**config.mk**
```make
export PLATFORM = sky130hd
export DESIGN_NAME = mem_arbiter
export DESIGN_NICKNAME = d
export VERILOG_FILES = /design/src/rtl/mem_arbiter.sv
export SDC_FILE = /design/constraint.sdc
export NUM_CORES = 1
export LEC_CHECK = 0
export CORE_AREA = 8 8 121 123
export DETAILED_ROUTE_END_ITERATION = 8
export DIE_AREA = 0 0 129 131
export GPL_ROUTABILITY_DRIVEN = 0
export GPL_TIMING_DRIVEN = 0
export PLACE_DENSITY = 0.94
export SYNTH_ARGS = -nofsm -noshare
export SYNTH_HDL_FRONTEND = slang
export SYNTH_SLANG_ARGS = --single-unit
```
**constraint.sdc**
```tcl
create_clock -name clk -period 3.1 [get_ports clk]
set_input_delay 0.62 -clock clk [delete_from_list [all_inputs] [get_ports clk]]
set_output_delay 0.62 -clock clk [all_outputs]
set_load 0.01 [all_outputs]
```
**src/rtl/mem_arbiter.sv**
```systemverilog
// mem_arbiter -- shares one single-port RAM between the CPU data port and
// the VGA pixel fetcher.
//
// Each access takes three cycles: IDLE (arbitrate), ACC (address, and write
// enable for CPU stores, on the RAM) and DATA (read data captured, ACK pulses).
// The request is sampled in IDLE and its ACK is seen two cycles later.
//
// Optional feature: define MEM_ARB_RR_EN for round-robin arbitration on
// simultaneous requests. Without it, VGA always wins a tie and there is no
// last-grant register.
//
// Ports:
//   clk, reset            clock, synchronous active-high reset
//   cpu_req/we/addr/wdata CPU access request (held until cpu_ack)
//   vga_req, vga_address  VGA pixel read request (held until vga_ack)
//   read_mem_data         RAM read data for the address on mem_addr
//   mem_addr, write_mem_en, write_mem_data   RAM control
//   cpu_ack, cpu_rdata    CPU completion pulse and load data
//   cpu_stall             cpu_req & ~cpu_ack
//   vga_ack, read_pixel   VGA completion pulse and pixel data
module mem_arbiter #(
    parameter int WIDTH = 32
) (
    input  logic             clk,
    input  logic             reset,
    input  logic             cpu_req,
    input  logic             cpu_we,
    input  logic [WIDTH-1:0] cpu_addr,
    input  logic [WIDTH-1:0] cpu_wdata,
    input  logic             vga_req,
    input  logic [WIDTH-1:0] vga_address,
    input  logic [WIDTH-1:0] read_mem_data,
    output logic [WIDTH-1:0] mem_addr,
    output logic             write_mem_en,
    output logic [WIDTH-1:0] write_mem_data,
    output logic             cpu_ack,
    output logic [WIDTH-1:0] cpu_rdata,
    output logic             cpu_stall,
    output logic             vga_ack,
    output logic [WIDTH-1:0] read_pixel
);

    localparam logic [2:0] IDLE     = 3'd0;
    localparam logic [2:0] CPU_ACC  = 3'd1;
    localparam logic [2:0] VGA_ACC  = 3'd2;
    localparam logic [2:0] CPU_DATA = 3'd3;
    localparam logic [2:0] VGA_DATA = 3'd4;

    logic [2:0] state;
    logic       grant_vga;
    logic       grant_cpu;

`ifdef MEM_ARB_RR_EN
    // 1 = CPU held the most recent grant; on a tie the other side wins.
    logic last_cpu;

    assign grant_vga = vga_req & (~cpu_req | last_cpu);
`else
    assign grant_vga = vga_req;
`endif
    assign grant_cpu = cpu_req & ~grant_vga;

    assign cpu_stall = cpu_req & ~cpu_ack;

    always_ff @(posedge clk) begin
        if (reset) begin
            state          <= IDLE;
            mem_addr       <= '0;
            write_mem_en   <= 1'b0;
            write_mem_data <= '0;
            cpu_ack        <= 1'b0;
            cpu_rdata      <= '0;
            vga_ack        <= 1'b0;
            read_pixel     <= '0;
`ifdef MEM_ARB_RR_EN
            last_cpu       <= 1'b1;
`endif
        end else begin
            // Enables and ACKs are single-cycle pulses; every state that
            // needs one sets it explicitly below.
            write_mem_en <= 1'b0;
            cpu_ack      <= 1'b0;
            vga_ack      <= 1'b0;
            case (state)
                IDLE: begin
                    if (grant_vga) begin
                        state    <= VGA_ACC;
                        mem_addr <= vga_address;
`ifdef MEM_ARB_RR_EN
                        last_cpu <= 1'b0;
`endif
                    end else if (grant_cpu) begin
                        state          <= CPU_ACC;
                        mem_addr       <= cpu_addr;
                        write_mem_en   <= cpu_we;
                        write_mem_data <= cpu_wdata;
`ifdef MEM_ARB_RR_EN
                        last_cpu       <= 1'b1;
`endif
                    end
                end
                CPU_ACC: begin
                    // write_mem_en still holds the latched WE here, so it
                    // tells a store (keep old load data) from a load.
                    state   <= CPU_DATA;
                    cpu_ack <= 1'b1;
                    if (!write_mem_en)
                        cpu_rdata <= read_mem_data;
                end
                VGA_ACC: begin
                    state      <= VGA_DATA;
                    vga_ack    <= 1'b1;
                    read_pixel <= read_mem_data;
                end
                CPU_DATA, VGA_DATA: state <= IDLE;
                default:            state <= IDLE;
            endcase
        end
    end

endmodule
```
==> summary.md <==
| Metric | Value |
|---|---|
| Adder-cell share of the synthesized area | 0 |
| Worst Path Arrival | 1.92 ns |
| RSZ-0062 raised after global routing | no |
| Slowest cell on the critical path | clkdlybuf4s50_1 |
| Grt ovf | 0 |
| Met3 WL | 2070 um |
| Final wirelength | 18,700 um |
| Area Growth Syn to Fin | 63.5% |
| WS Path Type | in -> out |
| Post-CTS Resized | 0 |
| Slowest stage delay, CP | 0.59 ns |
| Ranking of synthesized cells by area | dfxtp_1 49%, mux2i_1 12%, a211oi_2 6.9% |
| Syn avg cell area | 9.75 sq um |
| Synth Area in Compound Gates | 0.163 |
| Share of layout cells above drive strength 1 | 0.105 |
| Vias in the first global route | 5,346 |
| Crit path max-delay family | buffers and inverters |
| Status | finished clean |
| Crit path cell chain | clkdlybuf4s50_1 > nor2b_1 > clkdlybuf4s50_1 |
| Core area | 12,900 sq um |
| Metal-1 WL | 7050 um |
| Clock skew | 0.00664 ns |
| Maximum clock frequency | 394 MHz |
| Die Ht | 131 um |
| Worst skew pair latency | 0.42 ns |
| Pwr dens | 556 nW/um^2 |
| Share of the synthesized area in the top cell type | 0.494 |
| Post-route setup TNS | 0 ns |
| Clock transition at the registers of the reported paths | 0.06 ns |
| Top cell type by total area after synthesis | dfxtp_1 |
| ANT nets after route | 0 |
| WL per Instance | 18.2 um |
| YS warnings | 0 |
| Critical Path End Type | output pin |
| Cells after Synth | 557 |
| Seq/Total Area, Yosys | 0.494 |
| Minimum clock period | 2.54 ns |
| IO Count | 265 |
| Dpl cell area | 8270 sq um |
| Element type at the critical path start | input pin |
| # H-tree levels | 4 |
| Library cells used by synthesis | 24 |
| Static Leak | 0.00321 uW |
| CTS tree | yes |
| Diode count | 0 |
| Die area | 16,900 sq um |
| First-pass DRT Iterations | 4 |
| Port bufs | 262 |
| Least-Margin Pin Slew | 0.829 ns |
| Hpwl dp | 14,200 um |
| First-pass GRT wire length | 28,300 um |
| Peak fanout along the critical path | 3 |
| Synth Area in Simple Gates | 0.174 |
| Antenna violations before repair | 0 |
| Max_slew headroom | 0.448 |
| Max-cap viol count | 0 |
| DR WL met2 | 9300 um |
| # clock sinks | 134 |
| Hold Violations, Final | 0 |
| Syn Nets | 690 |
| Netlist Area Pre-Place | 5430 sq um |
| HP Class | reg -> reg |
| Final setup fails | 0 |
| Std-Cell Rows | 42 |
| Width of the die | 129 um |
| Synth Register Bits | 134 |
| Initial Utilization | 0.422 |
| Largest family of logic cells by synthesized area | simple AND/OR/NAND/NOR gates |
| Routed vias | 5,162 |
| Setup Buffers After CTS | 0 |
| Hold_buf cts | 0 |
| Worst EP required | 2.48 ns |
| Maximum VDD drop | 0.416 mV |
| DRC | 0 |
| Root Buffer | clkbuf_16 |
| Crit share post-route | 0.819 |
| Largest net degree at the start of global routing | 17 |
| Post-synthesis mux area share | 0.118 |
| TritonCTS buffer count | 17 |
| Max Used Layer | met4 |
| Utilization after layout | 0.690 |
| Fin nets | 971 |
| DR iter-0 viols | 289 |
| Global Route Usage Sum | 0.217 |
| Via density | 5.03 |
| Most frequent CP cell | clkdlybuf4s50_1 |
| Slew Limit Fails | 0 |
| Xor-xnor portion of the synthesized cell area | 0 |
| Cell area after layout | 8880 sq um |
| Max Root-Sink Buffers | 2 |
| Worst Path Buf+Inv | 2 |
cell families after synthesis:
family                 count (synthesis)
and+or+nand+nor                      174
muxes                                 64
buffers and inverters                 55
DFF                                  134
AOI/OAI and AO/OA                    130
per-layer routing:
layer	vias up	track usage
met1	2431	0.224
met2	197	0.378
met5	-	0
met3	21	0.0994
li1	2513	-
met4	0	0.0850
where the power goes:
group          leakage (uW)  switching (uW)  internal [uW]  total (uW)
clock              0.000284             752           1300        2060
combinational       0.00183             441            528         969
sequential          0.00110            66.5           1850        1910
total               0.00321            1260           3680        4940
cell type report:
type,count,area [sq um]
multi-input cells,368,2470
fillers,943,3990
clock buffers,20,457
plain buffers,55,279
well taps,176,220
clock inverters,12,151
repair buffers,262,2620
flip-flops and latches,134,2680
Yosys cell counts:
cell type and count:
nor3b_1 1, nor4b_2 1, buf_1 3, mux2i_1 64, buf_2 19, and2_1 3, dfxtp_1 134, nand2_1 64
buf_6 5, nand2b_1 32, nor3_1 2, or2_1 1, and3b_1 1, a211oi_2 30, a21oi_1 64, buf_4 3
nor2_1 32, or4b_1 1, o21ai_1 32, nand4b_1 32, clkbuf_1 25, nor2b_1 4, o21a_1 2, a211oi_1 2
worst register-to-register path, delay by kind of cell, from the launching register on:
kind	cells	cell delay (ns)
simple gates	1	0.36
flops	1	0.36
buf+inv	2	0.60
compound gates	2	0.34
state kept, by name, summed over array words and instances, names as in the netlist:
name	cells
cpu_ack	1
state	3
mem_addr	32
write_mem_data	32
read_pixel	32
write_mem_en	1
vga_ack	1
cpu_rdata	32
path summary, 6_finish.rpt:
| kind | startpoint | end | slack, ns | cells after the start |
|---|---|---|---|---|
| worst max-delay path | cpu_req | cpu_stall | 0.56 | 3 |
| worst min-delay path | cpu_rdata[23] | cpu_rdata[23] | 0.45 | 2 |
| worst max register to register | state[0] | mem_addr[13] | 1.36 | 5 |
| worst min register to register | cpu_rdata[23] | cpu_rdata[23] | 0.45 | 2 |
through the flow:
stage | power [uW] | hold WS (ns) | setup slack (ns) | instances
6_report | 4940 | 0.452 | 0.561 | 1027
5_1_grt | 5140 | 0.466 | 0.554 | 1027
4_1_cts | 4980 | 0.453 | 0.570 | 1027
3_5_place_dp | 2920 | 0.446 | 0.575 | 995
3_3_place_gp | 2900 | 0.441 | 0.586 | 995
2_1_floorplan | 2390 | 0.481 | 1.37 | 557
cell usage in the layout (no fill, tap or decap), drive strengths merged:
master and n:
or2 1, a211oi 32, nor3b 1, clkdlybuf4s50 262
o21ai 32, nor3 2, nand4b 32, bufinv 3
nor4b 1, o21a 2, nor2b 4, nand2b 32
and3b 1, a21oi 64, or4b 1, inv 1
nand2 64, mux2i 64, and2 3, buf 30
clkbuf 45, nor2 32, clkinvlp 5, dfxtp 134
clkinv 3
Power figures use the tool's default switching activity.
